`config.mk`:
```
export PLATFORM = sky130hd
export DESIGN_NAME = mem_arbiter
export DESIGN_NICKNAME = d
export VERILOG_FILES = /design/src/rtl/mem_arbiter.sv
export SDC_FILE = /design/constraint.sdc
export NUM_CORES = 1
export LEC_CHECK = 0
export BUFFER_PORTS_ARGS = -buffer_cell sky130_fd_sc_hd__buf_2
export CAP_MARGIN = 10
export CELL_PAD_IN_SITES_DETAIL_PLACEMENT = 0
export CELL_PAD_IN_SITES_GLOBAL_PLACEMENT = 1
export CORE_MARGIN = 2
export CORE_UTILIZATION = 23
export DETAILED_ROUTE_END_ITERATION = 10
export GPL_TIMING_DRIVEN = 0
export PLACE_DENSITY = 0.82
export SKIP_CTS_REPAIR_TIMING = 1
export SLEW_MARGIN = 40
export SYNTH_ARGS = -nofsm -noshare
export SYNTH_HDL_FRONTEND = slang
export SYNTH_SLANG_ARGS = --single-unit
```
`constraint.sdc`:
```
create_clock -name clk -period 1.9 [get_ports clk]
set_input_delay 0.19 -clock clk [delete_from_list [all_inputs] [get_ports clk]]
set_output_delay 0.19 -clock clk [all_outputs]
set_load 0.1 [all_outputs]
```
`src/rtl/mem_arbiter.sv`:
```
// mem_arbiter
//   Shares one synchronous RAM port between a CPU and a DMA engine.
//   The DMA asks for the bus with dma_req. The arbiter raises cpu_hold and
//   waits for the CPU to acknowledge the stall on cpu_busy. It then grants
//   the DMA up to MAX_BURST transfers. Afterwards the bus returns to the CPU
//   for at least COOLDOWN cycles before the DMA can be granted again.
//
// Ports
//   clk        : system clock, rising edge
//   reset_n    : asynchronous active-low reset
//   cpu_addr   : CPU address                     [AW]
//   cpu_dout   : CPU write data                  [DW]
//   cpu_we     : CPU write enable
//   cpu_busy   : CPU acknowledges the stall
//   cpu_hold   : stall request to CPU (registered)
//   dma_req    : DMA request / one transfer per grant cycle
//   dma_addr   : DMA address                     [AW]
//   dma_wdata  : DMA write data                  [DW]
//   dma_we     : DMA write enable
//   dma_gnt    : DMA owns the bus (registered)
//   dma_rvalid : RAM read data valid for the DMA this cycle (registered)
//   mem_addr   : shared memory address           [AW]
//   mem_wdata  : shared memory write data        [DW]
//   mem_we     : shared memory write enable
module mem_arbiter #(
  parameter int AW        = 16,
  parameter int DW        = 16,
  parameter int MAX_BURST = 16,
  parameter int COOLDOWN  = 2
) (
  input  logic          clk,
  input  logic          reset_n,
  input  logic [AW-1:0] cpu_addr,
  input  logic [DW-1:0] cpu_dout,
  input  logic          cpu_we,
  input  logic          cpu_busy,
  output logic          cpu_hold,
  input  logic          dma_req,
  input  logic [AW-1:0] dma_addr,
  input  logic [DW-1:0] dma_wdata,
  input  logic          dma_we,
  output logic          dma_gnt,
  output logic          dma_rvalid,
  output logic [AW-1:0] mem_addr,
  output logic [DW-1:0] mem_wdata,
  output logic          mem_we
);

  // The cooldown counter only ever holds COOLDOWN-1 or less.
  localparam int CD_W = (COOLDOWN > 1) ? $clog2(COOLDOWN) : 1;

  typedef enum logic [1:0] {
    IDLE    = 2'd0,
    HOLDING = 2'd1,
    GRANT   = 2'd2,
    RELEASE = 2'd3
  } state_t;

  state_t          state, state_nxt;
  logic [7:0]      burst_cnt, burst_nxt;
  logic [CD_W-1:0] cd_cnt, cd_nxt;
  logic            hold_nxt, gnt_nxt, rvalid_nxt;
  logic            xfer, last_xfer;

  // One transfer happens in every grant cycle that has the request asserted.
  // The transfer that brings the count up to MAX_BURST still completes, and
  // the grant ends after it.
  assign xfer      = (state == GRANT) && dma_req;
  assign last_xfer = xfer && (burst_cnt == 8'(MAX_BURST - 1));

  // ---- next-state / counter logic ----
  always_comb begin
    state_nxt = state;
    burst_nxt = burst_cnt;
    cd_nxt    = cd_cnt;
    case (state)
      IDLE: begin
        if (dma_req && (cd_cnt == '0)) begin
          state_nxt = HOLDING;
        end
        if (cd_cnt != '0) begin
          cd_nxt = cd_cnt - CD_W'(1);
        end
      end
      HOLDING: begin
        // There is no timeout here. The DMA either withdraws its request or
        // the CPU eventually acknowledges the stall.
        if (!dma_req) begin
          state_nxt = IDLE;
        end else if (cpu_busy) begin
          state_nxt = GRANT;
          burst_nxt = 8'd0;
        end
      end
      GRANT: begin
        // cpu_busy is deliberately ignored once the bus is granted.
        if (xfer) begin
          burst_nxt = burst_cnt + 8'd1;
        end
        if (!dma_req || last_xfer) begin
          state_nxt = RELEASE;
        end
      end
      RELEASE: begin
        cd_nxt    = CD_W'(COOLDOWN - 1);
        state_nxt = IDLE;
      end
      default: begin
        state_nxt = IDLE;
      end
    endcase
  end

  // Registered outputs are decoded from the next state, so they line up
  // with the state register.
  always_comb begin
    hold_nxt   = (state_nxt == HOLDING) || (state_nxt == GRANT);
    gnt_nxt    = (state_nxt == GRANT);
    // The RAM has one cycle of read latency, so read data becomes valid in
    // the cycle after a DMA read transfer.
    rvalid_nxt = xfer && !dma_we;
  end

  // ---- state register ----
  always_ff @(posedge clk or negedge reset_n) begin
    if (!reset_n) begin
      state      <= IDLE;
      burst_cnt  <= 8'd0;
      cd_cnt     <= '0;
      cpu_hold   <= 1'b0;
      dma_gnt    <= 1'b0;
      dma_rvalid <= 1'b0;
    end else begin
      state      <= state_nxt;
      burst_cnt  <= burst_nxt;
      cd_cnt     <= cd_nxt;
      cpu_hold   <= hold_nxt;
      dma_gnt    <= gnt_nxt;
      dma_rvalid <= rvalid_nxt;
    end
  end

  // ---- bus mux ----
  // Reset clears dma_gnt and cpu_hold asynchronously, so the bus falls back
  // to the CPU immediately. A held CPU can never write, even while it has
  // not yet acknowledged the stall.
  always_comb begin
    if (dma_gnt) begin
      mem_addr  = dma_addr;
      mem_wdata = dma_wdata;
      mem_we    = dma_we & dma_req;
    end else begin
      mem_addr  = cpu_addr;
      mem_wdata = cpu_dout;
      mem_we    = cpu_we & ~cpu_hold;
    end
  end

endmodule

```
==> summary.txt <==
Pwr Density = 1425 mW/mm^2
fin crit share = 97.02%
Clock Sinks = 14
post-DP HPWL = 2.977 mm
GPL Wtd Cong = 0.7096
Synth top area share = 32.21%
row cnt = 26
vias = 1,351
largest stage delay on the critical path = 480 ps
synth top area cells = mux2_2, dfrtp_1, ha_1
skew final = 4.466 ps
Slew Viols, Final = 0
number of max-cap violations = 0
Syn-to-layout area delta = 67.26%
Layout Utilization = 39.43%
pin count of the biggest net entering global routing = 15
Critical Path RT = 2080 ps
Clock Pin Slew Worst Setup and Hold Paths = 60 ps
Met3 Wirelength = 281 um
library cells used by synthesis = 34
Fin Setup TNS = 0 ps
Root Buffer = clkbuf_8
CP cell instances = inv_2 -> ha_4 -> buf_6 -> o21ai_4 -> or2_1 -> buf_6 -> or4b_4 -> o211ai_2
Die Area = 0.005759 sq mm
Final WS setup = 56.69 ps
area leader, netlist = mux2_2
Final Hold Vio Count = 0
Placeable Area = 0.005042 sq mm
static leakage = 1.006 nW
Die X = 75.89 um
routed len/inst = 12.36 um
Filler Cells Inserted = 506
Placement Setup Slack = -79.76 ps
Fmax = 0.5425 GHz
share of post-route cells with drive strength above 1 = 71.37%
Rel. slew slack = 67.19%
H-Tree Depth = 1
Slew @ Worst Pin = 495.5 ps
Critical Path Source Type = register
first-pass GRT wire length = 4.912 mm
antenna violations before repair = 0
IO Pins = 106
Pre-Repair DR Iteration Count = 4
Crit-path slowest cell = or4b_4
WP data arrival = 2020 ps
worst vdd ir = 0.4743 mV
clk buf depth = 2
CP dominant cell by count = buf_6
R2R cell count = 8
status = complete, no violations
register area share after synthesis = 29.47%
die height = 75.89 um
minimum clock period = 1843 ps
GRT overflow = 0
Antenna Cells = 0
met1 WL = 1.537 mm
worst skew pair latency = 250 ps
initial detailed-routing violation count = 19
final WL = 3.757 mm
vias in the first global route = 1,117
Hold Path Class = in -> reg
Synth Cell Area = 0.001189 sq mm
drt via density = 4.444
CP max FO = 7
WS Path Type = reg -> reg
Syn Inst Count = 117
total chip power = 0.002833 W
Nets = 312
CTS tree = yes
GRT Resource Usage Total = 11.07%
yosys warns = 0
worst hold margin = 102.1 ps
max layer used = met4
WHS Path Cells = 2
Initial Util = 23.57%
Syn Nets = 194
CTS Buf Count = 3
DRC = 0
Final ANT Viol Nets = 0
met2 wire length = 1.896 mm
flops & latches, synth = 14
crit end category = register
setup violators final = 0
Syn Area/Cell = 10.16 sq um
count of input and output buffers = 105
area by class of cell:
| class | count | area, sq um | area share (%) |
|---|---|---|---|
| multi-input combinational | 92 | 829.5 | 41.72 |
| timing repair buffer | 114 | 595.6 | 29.96 |
| sequential | 14 | 356.6 | 17.94 |
| tap | 70 | 87.58 | 4.405 |
| clock buffer | 4 | 55.05 | 2.769 |
| buffer | 5 | 45.04 | 2.266 |
| inverter | 5 | 18.77 | 0.9440 |
sequential cells by signal, summed over array words and instances (netlist names):
name and flops:
burst_cnt 8, state 2, dma_gnt 1, cd_cnt 1, dma_rvalid 1, cpu_hold 1
path summary, 6_finish.rpt:
path,startpoint,to,slack (ps)
worst max-delay path,state[0],burst_cnt[5],60
worst min-delay path,dma_we,dma_rvalid,100
worst max register to register,state[0],burst_cnt[5],60
worst min register to register,cd_cnt,cd_cnt,520
max in group asynchronous,reset_n,dma_gnt,1240
min in group asynchronous,reset_n,burst_cnt[5],370
layer usage:
metal / vias to the layer above / track usage [%]
met3: 5 / 2.116
met1: 627 / 13.63
li1: 670 / -
met2: 49 / 19.06
met5: - / 0
met4: 0 / 4.094
logic make-up after synthesis:
family	share of synthesized area [%]
and+or+nand+nor	14.00
DFF	29.47
AOI/OAI and AO/OA	12.53
adders and majority gates	7.368
buffers and inverters	4.421
muxes	32.21
cell usage after synthesis, drive strengths merged:
master,number
a211oi,1
a21oi,2
a221oi,1
a22o,2
a311o,1
a31oi,1
and3,4
buf,2
clkbuf,4
dfrtp,14
ha,7
inv,5
mux2,34
nand2,9
nand2b,1
nand3,4
nand3b,1
nor2,4
nor2b,2
nor4,2
o211ai,2
o21a,1
o21ai,5
o21bai,1
o221ai,1
o31ai,1
o41ai,1
or2,1
or3,1
or4,1
or4b,1
cell usage in the layout (no fill, tap or decap), types with 2 or more instances in the layout:
master	count
dfrtp_2	2
buf_2	105
clkbuf_4	3
a22o_1	2
inv_1	4
a21oi_1	2
nor2_1	4
and3_1	4
nor4_1	2
nand3_1	4
nand2_1	9
ha_1	5
mux2_2	34
dfrtp_1	11
ha_4	2
o21ai_0	3
clkbuf_8	4
buf_4	8
buf_6	2
per-stage QoR:
step | instance area (sq um) | instances
after floorplan | 1196 | 117
after global placement | 1809 | 292
after detailed placement | 1809 | 292
after CTS | 1864 | 296
after global routing | 1988 | 304
final | 1988 | 304
critical path: cells and delay by family, from the launching register on:
family          cells  cell delay [ps]
buf+inv             3              340
simple gates        2              720
flops               1              460
fa+ha+maj           1              130
compound gates      2              120
where the power goes:
part / total (W) / internal [W] / switching [W]
combinational: 0.00204 / 0.000588 / 0.00145
sequential: 0.000495 / 0.000392 / 0.000103
clock: 0.000298 / 0.000184 / 0.000114
total: 0.00283 / 0.00116 / 0.00167
Power figures use the tool's default switching activity.
